### src/rtl/tiny_cpu.sv
// tiny_cpu: 16-bit, four-register datapath with ALU, shifter and flags.
// Register reads and every output are combinational; the register file
// is the only state and updates on the rising clock edge.
module tiny_cpu (
   input  logic        clk,
   input  logic        reset,
   input  logic        LoadEnable,
   input  logic [1:0]  ASelect,
   input  logic [1:0]  BSelect,
   input  logic [1:0]  DestinationSelect,
   input  logic [15:0] ConstantIn,
   input  logic        MBSelect,
   input  logic        MDSelect,
   input  logic [3:0]  GSelect,
   input  logic [1:0]  HSelect,
   input  logic        MFSelect,
   input  logic [15:0] DataIn,
   output logic [15:0] AddressOut,
   output logic [15:0] DataOut,
   output logic        statC,
   output logic        statV,
   output logic        statN,
   output logic        statZ
);

   logic [15:0] regFile_r [4];

   logic [15:0] aBus_s;
   logic [15:0] bOperand_s;
   logic [15:0] addB_s;
   logic        carryIn_s;
   logic        arithFlags_s;
   logic [16:0] sum_s;
   logic [15:0] logicResult_s;
   logic [15:0] aluResult_s;
   logic [15:0] shiftResult_s;
   logic [15:0] fResult_s;
   logic [15:0] writeData_s;

   // Operand buses: A is always a register, B may be replaced by the constant.
   always_comb begin
      aBus_s = regFile_r[ASelect];
      if (MBSelect == 1'b1) begin
         bOperand_s = ConstantIn;
      end else begin
         bOperand_s = regFile_r[BSelect];
      end
   end

   // Pick the adder's second operand and carry-in; only true adder ops
   // may raise carry/overflow.
   always_comb begin
      addB_s       = 16'h0000;
      carryIn_s    = 1'b0;
      arithFlags_s = 1'b0;
      if (GSelect[3] == 1'b0) begin
         case (GSelect[2:0])
            3'b000: begin addB_s = 16'h0000;    carryIn_s = 1'b0; arithFlags_s = 1'b0; end
            3'b001: begin addB_s = 16'h0000;    carryIn_s = 1'b1; arithFlags_s = 1'b1; end
            3'b010: begin addB_s = bOperand_s;  carryIn_s = 1'b0; arithFlags_s = 1'b1; end
            3'b011: begin addB_s = bOperand_s;  carryIn_s = 1'b1; arithFlags_s = 1'b1; end
            3'b100: begin addB_s = ~bOperand_s; carryIn_s = 1'b0; arithFlags_s = 1'b1; end
            3'b101: begin addB_s = ~bOperand_s; carryIn_s = 1'b1; arithFlags_s = 1'b1; end
            3'b110: begin addB_s = 16'hFFFF;    carryIn_s = 1'b0; arithFlags_s = 1'b1; end
            3'b111: begin addB_s = 16'h0000;    carryIn_s = 1'b0; arithFlags_s = 1'b0; end
            default: begin addB_s = 16'h0000;   carryIn_s = 1'b0; arithFlags_s = 1'b0; end
         endcase
      end else begin
         addB_s       = 16'h0000;
         carryIn_s    = 1'b0;
         arithFlags_s = 1'b0;
      end
   end

   assign sum_s = {1'b0, aBus_s} + {1'b0, addB_s} + {16'h0000, carryIn_s};

   // Bitwise logic unit; GSelect[2] is a don't-care for these ops.
   always_comb begin
      logicResult_s = 16'h0000;
      case (GSelect[1:0])
         2'b00:   logicResult_s = aBus_s & bOperand_s;
         2'b01:   logicResult_s = aBus_s | bOperand_s;
         2'b10:   logicResult_s = aBus_s ^ bOperand_s;
         2'b11:   logicResult_s = ~aBus_s;
         default: logicResult_s = 16'h0000;
      endcase
   end

   // ALU result: adder for arithmetic ops, logic unit otherwise.
   always_comb begin
      if (GSelect[3] == 1'b1) begin
         aluResult_s = logicResult_s;
      end else begin
         aluResult_s = sum_s[15:0];
      end
   end

   // Single-bit shifter acting on the B operand.
   always_comb begin
      shiftResult_s = bOperand_s;
      case (HSelect)
         2'b00:   shiftResult_s = bOperand_s;
         2'b01:   shiftResult_s = {1'b0, bOperand_s[15:1]};
         2'b10:   shiftResult_s = {bOperand_s[14:0], 1'b0};
         2'b11:   shiftResult_s = bOperand_s;
         default: shiftResult_s = bOperand_s;
      endcase
   end

   // Function-unit select and register write-data select.
   always_comb begin
      if (MFSelect == 1'b1) begin
         fResult_s = shiftResult_s;
      end else begin
         fResult_s = aluResult_s;
      end
      if (MDSelect == 1'b1) begin
         writeData_s = DataIn;
      end else begin
         writeData_s = fResult_s;
      end
   end

   // Register file: reset clears everything and overrides any pending write.
   always_ff @(posedge clk) begin
      if (reset == 1'b1) begin
         for (int i = 0; i < 4; i++) begin
            regFile_r[i] <= 16'h0000;
         end
      end else if (LoadEnable == 1'b1) begin
         regFile_r[DestinationSelect] <= writeData_s;
      end else begin
         for (int i = 0; i < 4; i++) begin
            regFile_r[i] <= regFile_r[i];
         end
      end
   end

   // Flags always reflect the ALU path, whatever MFSelect chooses.
   always_comb begin
      statC = arithFlags_s & sum_s[16];
      statV = arithFlags_s & (aBus_s[15] == addB_s[15]) & (sum_s[15] != aBus_s[15]);
      statN = aluResult_s[15];
      statZ = (aluResult_s == 16'h0000);
   end

   assign AddressOut = aBus_s;
   assign DataOut    = bOperand_s;

endmodule

### config.mk
export PLATFORM = sky130hd
export DESIGN_NAME = tiny_cpu
export DESIGN_NICKNAME = d
export VERILOG_FILES = /design/src/rtl/tiny_cpu.sv
export SDC_FILE = /design/constraint.sdc
export NUM_CORES = 1
export LEC_CHECK = 0
export ABC_AREA = 1
export ABC_CLOCK_PERIOD_IN_PS = 6800
export CORE_ASPECT_RATIO = 0.9
export CORE_MARGIN = 2
export CORE_UTILIZATION = 62
export DETAILED_ROUTE_END_ITERATION = 6
export PLACE_DENSITY = 0.86
export SLEW_MARGIN = 40
export SYNTH_ARGS = -nofsm -noshare
export SYNTH_HDL_FRONTEND = slang
export SYNTH_SLANG_ARGS = --single-unit
### constraint.sdc
create_clock -name clk -period 6.8 [get_ports clk]
set_clock_uncertainty 0.05 [all_clocks]
set_input_delay 1.36 -clock clk [delete_from_list [all_inputs] [get_ports clk]]
set_output_delay 1.36 -clock clk [all_outputs]
set_load 0.005 [all_outputs]
==> flow_metrics.py <==
metrics = {
    "run_status": {
        "status": "complete, no violations",
    },
    "floorplan": {
        "initial_core_util_pct": 64.3,
        "fp.coreArea_um2": 10400,
        "die_x_um": 113,
        "die_h_um": 102,
        "die_area_um2": 11600,
        "io-pin-count": 86,
        "num_rows": 35,
    },
    "grt": {
        "gr-total-overflow": 0,
        "grt_use_met3_pct": 5.99,
        "gr-usage-met2_pct": 64.5,
        "antenna_found_initial": 0,
        "top_usage_layer": "met2",
        "grt_usage_pct": 37.7,
        "grtUsageMet1_pct": 50.8,
        "grt_max_degree": 30,
        "grt_pass1_vias": 6727,
        "grt_pass1_wl_um": 33800,
    },
    "timing": {
        "finalCritPeriodShare_pct": 95.6,
        "rsz0062_at_grt": "false",
        "hold_violations": 0,
        "drv_slew": 0,
        "clock.fmax_mhz": 154,
        "setup_tns_ps": 0,
        "fin_crit_ps": 6500,
        "worst_pin_slew_ps": 873,
        "relSlewSlack_pct": 41.6,
        "setup_violations": 0,
    },
    "routing": {
        "ant_nets": 0,
        "drc_errors": 0,
        "detail_route.vias_per_cell": 6.05,
        "first_iter_violations": 954,
        "drt_wl_total_um": 21600,
        "vias": 7305,
        "wl_per_cell_um": 17.9,
        "drt_first_pass_iters": 7,
    },
    "run": {
        "cap_violations": 0,
    },
    "critical_path": {
        "cp.depth": 21,
        "critical_path.endpoint": "statZ",
        "critPathArrivalTime_ps": 5090,
        "critPathLaunch": "ASelect[0]",
        "critPathBufInv": 4,
        "critPathSlowestCell": "clkdlybuf4s50_1",
        "slowest_delay_ps": 540,
        "cp_common_cell": "nand2_1",
        "crit_family": "buffers and inverters",
        "crit_chain": "clkdlybuf4s50_1, inv_2, nand2_1, nand3_1, nand2_1, fa_1, fa_1, inv_1, nand2_1, nand2_1, nand3_1, nand2_1, nand2_1, nand2_1, nand2_1, nand3_1, nand2_1, nor2_1, nand2_1, nor2_1, clkdlybuf4s50_1",
        "cp-end-kind": "primary output",
        "required_ps": 5390,
        "r2r-start": "regFile_r[0][0]$_SDFFCE_PN0P_",
        "worst-path-max-fanout": 11,
        "timing.rr.end": "regFile_r[1][12]$_SDFFCE_PN0P_",
        "critPathKind": "in -> out",
        "crit_path_start_kind": "input pin",
        "rrSetupSlack_ps": 3420,
        "r2r_cells": 22,
    },
    "power_and_ir_drop": {
        "p_per_area_nw_per_um2": 187,
        "power.leakage_nw": 3.72,
        "vdd_drop_max_mv": 0.187,
    },
    "finish": {
        "largest_register_ffs": 64,
        "num-nets-final": 1174,
        "final_cells": 1207,
        "regMostFlops": "regFile_r",
        "fillers": 786,
        "n_antenna_cell": 0,
        "reg.largest.list": "regFile_r: 64 flops",
        "drive_gt1_share_pct": 10.9,
        "syn_to_final_growth_pct": 19.5,
    },
    "clock_tree": {
        "worstSkewPairLatency_ps": 330,
        "numCtsBuffers": 9,
        "hold_buffers": 0,
        "cts_max_level": 3,
        "ctsLongestPathBuffers": 2,
        "clock-sinks": 64,
        "root_buffer": "clkbuf_16",
        "cts_tree": "built",
        "cts.reportedPaths.clkPinSlew_ps": 50,
    },
    "synth": {
        "yosys.area.top_type_share_pct": 28.8,
        "ys_async_sr_fraction_pct": 0,
        "synth_commonest_cells": "258 x nand2_1, 155 x nor2_1, 93 x nand3_1",
        "synth_area_leaders": "edfxtp_1 29%, nand2_1 15%, ha_1 9.2%, nor2_1 8.7%, nand3_1 7.0%",
        "ys.flop_type": "edfxtp_1",
        "syn_nets": 1100,
        "yosys.cell_types.count": 35,
        "syn-cell-area_um2": 6670,
        "ys_ff_latch": 64,
        "ys_warn_count": 0,
        "ys_seq_area_share_pct": 28.8,
        "yosysMostFrequentCell": "nand2_1",
        "synth.largest_area_cell": "edfxtp_1",
        "syn_inst": 999,
        "syn_avg_cell_area_um2": 6.68,
        "synth-edff-count": 64,
    },
    "placed_design": {
        "gp_congestion": 1.04,
        "portBuffers": 85,
        "place_hpwl_um": 15300,
        "dpl.cell_count": 1189,
    },
    "min_path": {
        "worstHoldPathType": "reg -> reg",
    },
}
final cells by class:
cell class                 count  area (um^2)  area share (%)
multi-input combinational    795         4150            52.1
sequential                    64         1920            24.1
timing repair buffer         108         1070            13.4
inverter                      95          360            4.52
clock buffer                  10          229            2.87
tap                          129          161            2.02
clock inverter                 6         83.8            1.05
cell usage in the layout (no fill, tap or decap), types with 9 or more instances in the layout:
cell             count
nor2_1             155
ha_1                49
or2_2               25
nand2_1            254
clkbuf_16            9
buf_4               20
o211ai_2            12
o211ai_1            10
o21ai_0             42
o21ai_1             33
edfxtp_1            64
clkdlybuf4s50_1     83
nand2_2             17
a21oi_1             71
inv_1               85
nand3_1             90
what timing repair did:
item | CTS | global route
buffers inserted | 0 | 2
resized for setup | 0 | 5
endpoints found under the setup margin | 0 | 1
where the power goes:
group / total, mW / leakage [nW] / switching [mW] / internal, mW
Clock: 0.482 / 0.146 / 0.164 / 0.318
Combinational: 0.536 / 2.92 / 0.333 / 0.203
Sequential: 0.471 / 0.657 / 0.0117 / 0.459
kinds of logic (layout without fill, tap and decap cells):
kind of cell | count (synthesis) | count (layout) | share of synthesized area, %
simple gates | 562 | 562 | 35.8
buf+inv | 140 | 219 | 9.49
flops | 64 | 64 | 28.8
fa+ha+maj | 51 | 51 | 9.79
compound gates | 182 | 182 | 16.1
layer usage:
metal / vias up / share of wire [%]
met4: 0 / 2.5
met5: - / 0
met3: 79 / 12
li1: 3452 / -
met2: 529 / 46
met1: 3245 / 39
worst min-delay path by stage:
| stage | start | endpoint | slack (ps) | cells past startpoint |
|---|---|---|---|---|
| floorplan | regFile_r[1][6]$_SDFFCE_PN0P_ | regFile_r[0][5]$_SDFFCE_PN0P_ | 870 | 8 |
| global placement | regFile_r[1][6]$_SDFFCE_PN0P_ | regFile_r[3][5]$_SDFFCE_PN0P_ | 950 | 8 |
| detailed placement | regFile_r[1][6]$_SDFFCE_PN0P_ | regFile_r[3][5]$_SDFFCE_PN0P_ | 970 | 8 |
| CTS | regFile_r[1][6]$_SDFFCE_PN0P_ | regFile_r[3][5]$_SDFFCE_PN0P_ | 980 | 8 |
| global route | regFile_r[1][6]$_SDFFCE_PN0P_ | regFile_r[0][5]$_SDFFCE_PN0P_ | 1090 | 8 |
| finish | regFile_r[1][6]$_SDFFCE_PN0P_ | regFile_r[3][5]$_SDFFCE_PN0P_ | 990 | 8 |
through the flow:
stage                     setup slack (ps)  util (%)  hold WS, ps  power, mW  instance area [um^2]
final                                  300      76.8          987       1.49                  7970
after global routing                  15.8      76.8         1090       1.56                  7970
after CTS                              185      76.2          978       1.47                  7910
after detailed placement               208      73.2          971      0.991                  7590
after global placement                 245      73.2          948      0.985                  7590
after floorplan                       1290         -          871      0.814                  6670
worst min-delay path: cells and delay by family, from the launching register on:
| kind | cells | cell delay, ps |
|---|---|---|
| simple gates | 5 | 330 |
| flops | 1 | 350 |
| compound gates | 3 | 240 |
(Power assumes the default switching activity.)
